<file path="src/rtl/fetch_pkg.sv">
// Shared types and constants for the instruction fetch unit.
package fetch_pkg;

    localparam int ADDR_W_DEF = 8;
    localparam logic [ADDR_W_DEF-1:0] RESET_PC_DEF = 8'h00;
    localparam int INSTR_W = 32;
    localparam logic [INSTR_W-1:0] NOP = 32'h0;

    // One prefetch queue slot: the instruction and the byte address it came from.
    typedef struct packed {
        logic [ADDR_W_DEF-1:0] pc;
        logic [INSTR_W-1:0]    instr;
    } fetch_entry_t;

    typedef enum logic [1:0] {
        Q_EMPTY,
        Q_PARTIAL,
        Q_FULL
    } q_state_e;

endpackage

</file>
<file path="src/rtl/fetch_queue.sv">
// Prefetch FIFO of fetch entries with a same-cycle flush.
//
// state     | meaning
// Q_EMPTY   | no entries; head is not meaningful
// Q_PARTIAL | at least one entry, room for more
// Q_FULL    | DEPTH entries; push only accepted alongside a pop
module fetch_queue
    import fetch_pkg::*;
#(
    parameter int DEPTH = 2
) (
    input  logic         clk,
    input  logic         rst,
    input  logic         push,
    input  logic         pop,
    input  logic         flush,
    input  fetch_entry_t din,
    output logic         full,
    output logic         empty,
    output fetch_entry_t head
);

    localparam int PW = $clog2(DEPTH);
    localparam int CW = PW + 1;

    fetch_entry_t  mem [DEPTH];
    logic [PW-1:0] wr_ptr;
    logic [PW-1:0] rd_ptr;
    logic [CW-1:0] count_q;
    logic [CW-1:0] count_d;
    q_state_e      state_q;
    q_state_e      state_d;
    logic          do_push;
    logic          do_pop;

    assign full    = (state_q == Q_FULL);
    assign empty   = (state_q == Q_EMPTY);
    assign do_pop  = pop && !empty;
    // A full queue still takes a push when the head leaves in the same cycle.
    assign do_push = push && (!full || pop);
    assign head    = mem[rd_ptr];

    // Next occupancy and the state it implies; flush wins over push/pop.
    always_comb begin
        count_d = count_q;
        state_d = state_q;
        if (flush) begin
            count_d = '0;
        end else begin
            count_d = count_q + CW'(do_push) - CW'(do_pop);
        end
        if (count_d == '0) begin
            state_d = Q_EMPTY;
        end else if (count_d == CW'(DEPTH)) begin
            state_d = Q_FULL;
        end else begin
            state_d = Q_PARTIAL;
        end
    end

    // Occupancy and state registers.
    always_ff @(posedge clk or posedge rst) begin
        if (rst) begin
            count_q <= '0;
            state_q <= Q_EMPTY;
        end else begin
            count_q <= count_d;
            state_q <= state_d;
        end
    end

    // Storage and pointers; pointers wrap naturally since DEPTH is a power of two.
    always_ff @(posedge clk or posedge rst) begin
        if (rst) begin
            wr_ptr <= '0;
            rd_ptr <= '0;
            for (int i = 0; i < DEPTH; i++) begin
                mem[i] <= '0;
            end
        end else if (flush) begin
            wr_ptr <= '0;
            rd_ptr <= '0;
        end else begin
            if (do_push) begin
                mem[wr_ptr] <= din;
                wr_ptr      <= wr_ptr + PW'(1);
            end
            if (do_pop) begin
                rd_ptr <= rd_ptr + PW'(1);
            end
        end
    end

endmodule

</file>
<file path="src/rtl/instruction_fetch_unit.sv">
// Program counter, instruction memory request and branch redirect in front
// of the prefetch queue feeding decode. ADDR_W must match the entry width
// in fetch_pkg.
module instruction_fetch_unit
    import fetch_pkg::*;
#(
    parameter int                DEPTH    = 2,
    parameter int                ADDR_W   = ADDR_W_DEF,
    parameter logic [ADDR_W-1:0] RESET_PC = RESET_PC_DEF
) (
    input  logic              clk,
    input  logic              reset,
    input  logic              fetch_en,
    output logic [ADDR_W-1:0] imem_addr,
    input  logic [31:0]       imem_instr,
    input  logic              branch_taken,
    input  logic [ADDR_W-1:0] branch_target,
    output logic              id_valid,
    input  logic              id_ready,
    output logic [31:0]       id_instr,
    output logic [ADDR_W-1:0] id_pc
);

    logic [ADDR_W-1:0] pc_q;
    logic [ADDR_W-1:0] target_aligned;
    logic              q_full;
    logic              q_empty;
    logic              push;
    logic              pop;
    fetch_entry_t      din;
    fetch_entry_t      head;

    assign imem_addr      = pc_q;
    assign target_aligned = branch_target & ~ADDR_W'(3);
    assign id_valid       = !q_empty;
    assign pop            = id_valid && id_ready;
    assign push           = fetch_en && !branch_taken && (!q_full || pop);
    assign din            = '{pc: pc_q, instr: imem_instr};
    assign id_instr       = q_empty ? NOP : head.instr;
    assign id_pc          = q_empty ? '0 : head.pc;

    // PC: redirect beats sequential advance; wraps modulo 2^ADDR_W.
    always_ff @(posedge clk or posedge reset) begin
        if (reset) begin
            pc_q <= RESET_PC;
        end else if (branch_taken) begin
            pc_q <= target_aligned;
        end else if (push) begin
            pc_q <= pc_q + ADDR_W'(4);
        end
    end

    fetch_queue #(
        .DEPTH (DEPTH)
    ) u_queue (
        .clk   (clk),
        .rst   (reset),
        .push  (push),
        .pop   (pop),
        .flush (branch_taken),
        .din   (din),
        .full  (q_full),
        .empty (q_empty),
        .head  (head)
    );

endmodule

</file>
<file path="config.mk">
export PLATFORM = sky130hd
export DESIGN_NAME = instruction_fetch_unit
export DESIGN_NICKNAME = d
export VERILOG_FILES = /design/src/rtl/fetch_pkg.sv /design/src/rtl/fetch_queue.sv /design/src/rtl/instruction_fetch_unit.sv
export SDC_FILE = /design/constraint.sdc
export NUM_CORES = 1
export LEC_CHECK = 0
export CAP_MARGIN = 20
export CORE_MARGIN = 2
export CORE_UTILIZATION = 50
export CTS_CLUSTER_DIAMETER = 50
export DETAILED_ROUTE_END_ITERATION = 10
export GPL_TIMING_DRIVEN = 0
export MAX_ROUTING_LAYER = met4
export PLACE_DENSITY = 0.89
export SETUP_SLACK_MARGIN = 0.1
export SLEW_MARGIN = 10
export SYNTH_ARGS = -nofsm -noshare
export SYNTH_HDL_FRONTEND = slang
export SYNTH_HIERARCHICAL = 1
export SYNTH_SLANG_ARGS = --single-unit
export TNS_END_PERCENT = 10
</file>
<file path="constraint.sdc">
create_clock -name clk -period 4.6 [get_ports clk]
set_input_delay 0.92 -clock clk [delete_from_list [all_inputs] [get_ports clk]]
set_output_delay 0.92 -clock clk [all_outputs]
set_load 0.03 [all_outputs]
</file>
; Yosys cells after proc, flatten, opt, wreduce, memory -nomap -nowiden
; Cells that the tools add are included.
[totals]
reg_bits = 94
inputBits = 45
output_inout_bits = 49
word_cells = 55
[op_classes]
addsub = 5
n_lt_le_gt_ge = 3
eq_ne = 2
muxes = 17
bitwise_logic = 3
reduce_logical = 16
[ops]
columns = cell, count
row1 = two-way mux 40 bit, 4
row2 = bitwise mux 80 bit, 1
row3 = demux 40 bit (select 1 bit), 1
row4 = two-way mux 32 bit, 1
row5 = two-way mux 8 bit, 3
row6 = "adder 8 x 3 -> 8 bit, second input constant", 1
row7 = logical AND 1 bit, 6
row8 = two-way mux 2 bit, 3
row9 = nonzero test 2 bit, 3
row10 = "== test 2 bit, second input constant", 2
row11 = "greater-or-equal comparator 2 bit, second input constant", 2
row12 = logical NOT 2 bit, 2
row13 = two-way mux 1 bit, 4
row14 = inverter 1 -> 2 bit, 2
row15 = logical NOT 1 bit, 3
row16 = "adder 1 bit, second input constant", 2
row17 = adder 2 x 1 -> 2 bit, 1
row18 = "less-than comparator 2 x 1 -> 1 bit, second input constant", 1
row19 = AND reduction 2 bit, 1
row20 = subtractor 2 x 1 -> 2 bit, 1
row21 = logical OR 1 bit, 1
row22 = inverter 1 bit, 1

; Depth between registers and ports, before layout
; Gate-level depths: netlist of run 1.
[depth]
depth_word = 12
depth_mapped = 11
mapped_depth_nobuf = 10

; Modules after synthesis
; The synthesis of run 1 kept the hierarchy.
[modules_own_cells]
columns = mod, instances, cells_each, area_per_inst_um2, seq_area_each_um2
row1 = fetch_queue, 1, 241, 3901.2, 2127.0
row2 = instruction_fetch_unit, 1, 101, 749.5, 150.1

; Worst setup path before layout of run 1
; Ideal clock, no wire load.
[synth_path]
path_type = register to output
startpoint = reg u_queue.rd_ptr
endpoint = out id_instr[25]
t_arrival_ns = 1.494
required_time_ns = 3.680
path_slack_ns = 2.186
stages_incl_launch_ff = 5
path_buffers = 2
path_cell_list = dfrtp_1 > clkbuf_1 > clkbuf_1 > mux2_2 > nor2b_1
[synth_lines]
columns = element, line
row1 = "start, declared", fetch_queue.sv:28  ; logic [PW-1:0] rd_ptr;
row2 = "start signal, assigned", fetch_queue.sv:89  ; rd_ptr <= rd_ptr + PW'(1);
row3 = "end, declared", instruction_fetch_unit.sv:20  ; output logic [31:0] id_instr,

==> flow_summary_export.csv, run 1 <==
group,metric,value,unit
outcome,status,"finished, final reports clean",
finish,final_cell_count_no_fill,564,
synthesis,synth_area,0.00465,mm²
timing,grt_setup_unrepaired,"false",
floorplan,rows,35,
timing,hold_violations,0,
power,power.density,451,mW/mm²
timing,setup_viol,0,
synthesis,syn_inst,342,
worst_setup_path,slowest_delay,0.62,ns
placement,gp_congestion,0.800,
floorplan,chipWidth,100,µm
synthesis,syn_avg_cell_area,13.6,µm²
cts,numCtsBuffers,9,
worst_setup_path,crit_slowest_cell,"clkdlybuf4s50_1",
cts,cts_root_buf,"clkbuf_8",
finish,multiInputGateArea,0.00218,mm²
power,vdd.ir_drop.worst,0.196,mV
placement,dp_cells,548,
cts,cts_resized,0,
finish,nets,496,
synthesis,synth_top_area_share,0.490,
worst_setup_path,worstPathArrival,2.61,ns
floorplan,start_util,0.508,
worst_setup_path,start_kind,"register",
drt,wl_per_cell,16.8,µm
run,maxCapViolCount,0,
power,p_leak,2.53,nW
drt,via_per_inst,5.28,
placement,place_area,0.00573,mm²
timing,finalCritPeriodShare,0.767,
timing,final_max_slew_viol_count,0,
synthesis,yosys_warnings,6,
drt,drt_iter0_markers,76,
worst_setup_path,critical_path_required,3.68,ns
grt,antenna_found_initial,0,
synthesis,ys_top_cells_by_area,"dfrtp_1, mux2_2, mux2_4, nor2b_1, buf_12",
finish,regArea,0.00228,mm²
placement,place_ws,1.41,ns
synthesis,yosysMostFrequentCell,"dfrtp_1",
floorplan,die-area,0.0101,mm²
drt,drc,0,
drt,detail-route-antenna-nets,0,
timing,worst_pin_slew,0.607,ns
synthesis,ys_types,38,
worst_setup_path,criticalPathCategory,"register to output pin",
worst_setup_path,worst-r2r-setup-slack,1.91,ns
timing,fmax,283,MHz
synthesis,ys.flop_type,"dfrtp_1",
timing,fin_worst_skew,0.00977,ns
cts,cts_post_setup_buffers_inserted,0,
cts,cts_tree,"yes",
floorplan,fp.dieH,100,µm
cts,cts_sinks,91,
worst_setup_path,crit-reg2reg-launch,"u_queue/state_q[0]$_DFF_PP0_",
timing,fin_crit,3.53,ns
timing,relSlewSlack,0.595,
timing,holdWs,0.507,ns
synthesis,synth_edf_count,0,
cts,clk_pin_slew,0.08,ns
drt,drt-total-wl,9.47,mm
synthesis,async_flop_share,1.00,
worst_setup_path,worstSetupStartpoint,"u_queue/rd_ptr$_DFFE_PP0P_",
synthesis,synth_top_area_cell,"dfrtp_1",
finish,nFillCells,715,
finish,fin_util,0.651,
floorplan,coreArea,0.00915,mm²
worst_hold_path,hp-start,"u_queue/mem[50]$_DFFE_PP0P_",
grt,globalRouteOverflowTotal,0,
cts,htree_levels,3,
timing,fin_ws,1.07,ns
finish,drive_gt1_frac,0.344,
grt,grt_max_degree,53,
worst_setup_path,crit_path_max_fanout,10,
placement,hpwl,6.68,mm
worst_hold_path,hold_class,"register to register",
worst_setup_path,worstSetupEndpointType,"output pin",
finish,diodes,0,
worst_setup_path,crit_top_cell,"clkbuf_1",
grt,grt_pass1_vias,3179,
finish,finalInstanceArea,0.00596,mm²
drt,vias,2977,
cts,insertion_delay,0.35,ns
grt,grt_pass1_wl,15.8,mm
cts,hold_buffers,0,
power,p_total,2.69,mW
synthesis,synthTopCellsByCount,"dfrtp_1, mux2_2, nor2b_1",
timing,tns,0,ns
placement,io_buffers,89,
grt,grt_usage,0.205,
cts,clock_path_buffers,2,
synthesis,ys_seq_area_frac,0.490,
finish,syn2layout_area_growth,28.1,%
floorplan,io_pins,94,
drt,firstDrtPassIters,4,
synthesis,yosys_register_bits,91,
worst_setup_path,path_cells,"clkbuf_1, clkbuf_1, mux2_2, nor2b_1, clkdlybuf4s50_1",
[final cells by class]
| type | count | area share |
|---|---|---|
| Sequential cell | 91 | 0.382 |
| Multi-Input combinational cell | 224 | 0.366 |
| Timing Repair Buffer | 90 | 0.154 |
| Buffer | 23 | 0.0300 |
| Tap cell | 111 | 0.0233 |
| Clock buffer | 10 | 0.0231 |
| Clock inverter | 6 | 0.0149 |
| Inverter | 9 | 0.00609 |
[critical path: cells and delay by family, from the launching register on]
kind / cells / cell delay, ns
DFF: 1 / 0.32
muxes: 1 / 0.42
buffers and inverters: 3 / 1.39
and+or+nand+nor: 1 / 0.13
[cells by family (layout without fill, tap and decap cells)]
| group | after synthesis | after routing | synth area share |
|---|---|---|---|
| buffers and inverters | 32 | 138 | 0.0457 |
| muxes | 120 | 120 | 0.323 |
| DFF | 91 | 91 | 0.490 |
| and+or+nand+nor | 72 | 72 | 0.0909 |
| other | 1 | 6 | 0.000806 |
| adders and majority gates | 3 | 3 | 0.00807 |
| AOI/OAI and AO/OA | 20 | 20 | 0.0363 |
| xor gates and xnor gates | 3 | 3 | 0.00565 |
[where the power goes]
| group | total [mW] | internal [mW] | switching (mW) | leakage [nW] |
|---|---|---|---|---|
| logic | 0.906 | 0.540 | 0.366 | 1.30 |
| registers | 1.18 | 1.04 | 0.138 | 1.12 |
| clock network | 0.601 | 0.321 | 0.280 | 0.108 |
| total | 2.69 | 1.90 | 0.785 | 2.53 |
[placed cells by master (no fill, tap or decap), types with 3 or more instances in the layout]
cell type        count
a2111o_1             3
a21oi_1              4
buf_12               4
buf_2                4
clkbuf_1            10
clkbuf_8            10
clkdlybuf4s50_1     89
conb_1               6
dfrtp_1             91
ha_1                 3
inv_1                7
mux2_2              80
mux2_4              40
nand2_1             11
nand3_1              3
nor2_1               5
nor2b_1             41
o211ai_1             4
o211ai_2             3
[worst paths after layout]
check	to	cells after the start
min in group asynchronous	imem_addr[5]$_DFFE_PP0P_	2
min	u_queue/mem[50]$_DFFE_PP0P_	1
max in group asynchronous	u_queue/mem[5]$_DFFE_PP0P_	3
max	id_instr[25]	5
min reg2reg	u_queue/mem[50]$_DFFE_PP0P_	1
max reg2reg	u_queue/mem[47]$_DFFE_PP0P_	8
[state kept, by name, indices dropped and copies added (netlist names)]
signal	flops
imem_addr	6
u_queue/count_q	1
u_queue/mem	80
u_queue/rd_ptr	1
u_queue/state_q	2
u_queue/wr_ptr	1
[layer usage]
| metal | global-route usage | vias to the layer above | part of all wire |
|---|---|---|---|
| li1 | - | 1396 | - |
| met1 | 0.261 | 1492 | 0.45 |
| met2 | 0.337 | 74 | 0.51 |
| met3 | 0.0306 | 15 | 0.035 |
| met4 | 0.0685 | 0 | 0.014 |
| met5 | - | - | 0 |
(Power assumes the default switching activity.)
==> run 2, diff against run 1 <==
==> constraint.sdc (replaced) <==
create_clock -name clk -period 3.4 [get_ports clk]
set_input_delay 0.68 -clock clk [delete_from_list [all_inputs] [get_ports clk]]
set_output_delay 0.68 -clock clk [all_outputs]
set_load 0.03 [all_outputs]
==> flow_summary_export.csv, run 2 (synthesized netlist as in run 1, its figures left out) <==
group,metric,value,unit
floorplan,rows,35,
cts,cts_sinks,91,
drt,firstDrtPassIters,4,
floorplan,die-area,0.0101,mm²
floorplan,coreArea,0.00915,mm²
timing,tns,0,ns
drt,wl_per_cell,16.7,µm
power,vdd.ir_drop.worst,0.264,mV
drt,drt-total-wl,9.45,mm
cts,cts_tree,"yes",
worst_setup_path,worst-r2r-setup-slack,0.71,ns
timing,finalCritPeriodShare,0.959,
drt,via_per_inst,5.31,
cts,insertion_delay,0.35,ns
finish,final_cell_count_no_fill,564,
worst_setup_path,crit-reg2reg-launch,"u_queue/state_q[0]$_DFF_PP0_",
floorplan,start_util,0.508,
finish,regMostFlops,"u_queue/mem",
outcome,status,"finished, final reports clean",
grt,globalRouteOverflowTotal,0,
worst_setup_path,start_kind,"register",
placement,dp_cells,548,
placement,gp_congestion,0.800,
floorplan,fp.dieH,100,µm
drt,detail-route-antenna-nets,0,
worst_setup_path,criticalPathCategory,"register to output pin",
run,maxCapViolCount,0,
cts,hold_buffers,0,
timing,setup_viol,0,
finish,diodes,0,
cts,clock_path_buffers,2,
grt,grt_max_degree,53,
drt,vias,2996,
floorplan,io_pins,94,
power,p_leak,2.54,nW
worst_setup_path,crit_path_max_fanout,10,
timing,fin_worst_skew,0.00978,ns
worst_setup_path,rr_worst_depth,8,
worst_hold_path,hold_class,"register to register",
placement,hpwl,6.68,mm
timing,grt_setup_unrepaired,"true",
timing,hold_violations,0,
power,power.density,609,mW/mm²
timing,worst_pin_slew,0.593,ns
finish,regArea,0.00228,mm²
timing,fmax,307,MHz
finish,drive_gt1_frac,0.349,
worst_hold_path,hold_depth,1,
worst_setup_path,worstSetupEndpointType,"output pin",
worst_setup_path,timing.rr.end,"u_queue/mem[47]$_DFFE_PP0P_",
drt,drt_iter0_markers,73,
finish,nets,496,
finish,syn2layout_area_growth,28.1,%
placement,io_buffers,89,
grt,grt_pass1_vias,3177,
cts,cts_root_buf,"clkbuf_8",
cts,htree_levels,3,
timing,relSlewSlack,0.604,
worst_setup_path,worstPathArrival,2.58,ns
worst_setup_path,critical_path_required,2.72,ns
grt,antenna_found_initial,0,
worst_hold_path,hp-start,"u_queue/mem[50]$_DFFE_PP0P_",
finish,largest_reg_flops,80,
finish,nFillCells,715,
finish,multiInputGateArea,0.00218,mm²
floorplan,chipWidth,100,µm
finish,final_common_cell,"dfrtp_1",
grt,grt_usage,0.205,
timing,final_max_slew_viol_count,0,
cts,clk_pin_slew,0.08,ns
worst_hold_path,hold_path_end,"u_queue/mem[50]$_DFFE_PP0P_",
finish,final_cell_mix,"dfrtp_1, clkdlybuf4s50_1, mux2_2",
grt,grt_pass1_wl,15.8,mm
cts,numCtsBuffers,9,
drt,drc,0,
timing,fin_crit,3.26,ns
## run 2: metal layers
metal,global-route usage,vias up,routed length [µm]
li1,-,1399,-
met1,0.263,1500,4190
met2,0.336,82,4790
met3,0.0306,15,342
met4,0.0685,0,128
met5,-,-,0
## run 2: critical path: stages, from the launching register on
cell and delay, ns:
dfrtp_1 0.32, clkbuf_1 0.26, clkbuf_1 0.51, mux2_2 0.39, nor2b_1 0.14, clkdlybuf4s50_1 0.61
## run 2: worst max path at each step
stage               slack, ns  cells past startpoint                       start                            to
CTS                       0.1                      5  u_queue/rd_ptr$_DFFE_PP0P_                  id_instr[11]
global placement        -0.75                      2                       reset   u_queue/mem[16]$_DFFE_PP0P_
finish                   0.14                      5  u_queue/rd_ptr$_DFFE_PP0P_                      id_pc[3]
floorplan                0.53                      1                       reset  u_queue/count_q[1]$_DFF_PP0_
detailed placement       0.45                     11                    id_ready  u_queue/count_q[1]$_DFF_PP0_
global route            -0.02                      5  u_queue/rd_ptr$_DFFE_PP0P_                      id_pc[3]
## run 2: cell type report
cell class / count / area share
inverters: 9 / 0.00609
flip-flops and latches: 91 / 0.382
multi-input cells: 224 / 0.366
clock buffers: 10 / 0.0231
repair buffers: 90 / 0.154
well taps: 111 / 0.0233
clock inverters: 6 / 0.0149
plain buffers: 23 / 0.0304
## run 2: where the power goes
part	switching (mW)	total [mW]	internal, mW
registers	0.186	1.59	1.41
logic	0.496	1.23	0.731
clock network	0.377	0.812	0.434
total	1.06	3.63	2.57
## run 2: repair_timing
item                                   in CTS  in global routing
gates resized for setup                     1                  1
endpoints found under the hold margin       0                  0
setup buffers                               0                  0
setup endpoints to repair                   6                 31
## run 2: per-stage QoR
stage | power [mW] | instance area, µm² | utilization | hold slack [ns] | worst slack (ns)
after floorplan | 2.44 | 4670 | - | 0.471 | 0.527
after global placement | 2.77 | 5700 | 0.623 | 0.482 | -0.746
after detailed placement | 2.84 | 5730 | 0.626 | 0.487 | 0.451
after CTS | 3.67 | 5960 | 0.651 | 0.509 | 0.0955
after global routing | 3.83 | 5960 | 0.651 | 0.522 | -0.0187
final | 3.63 | 5960 | 0.651 | 0.507 | 0.139
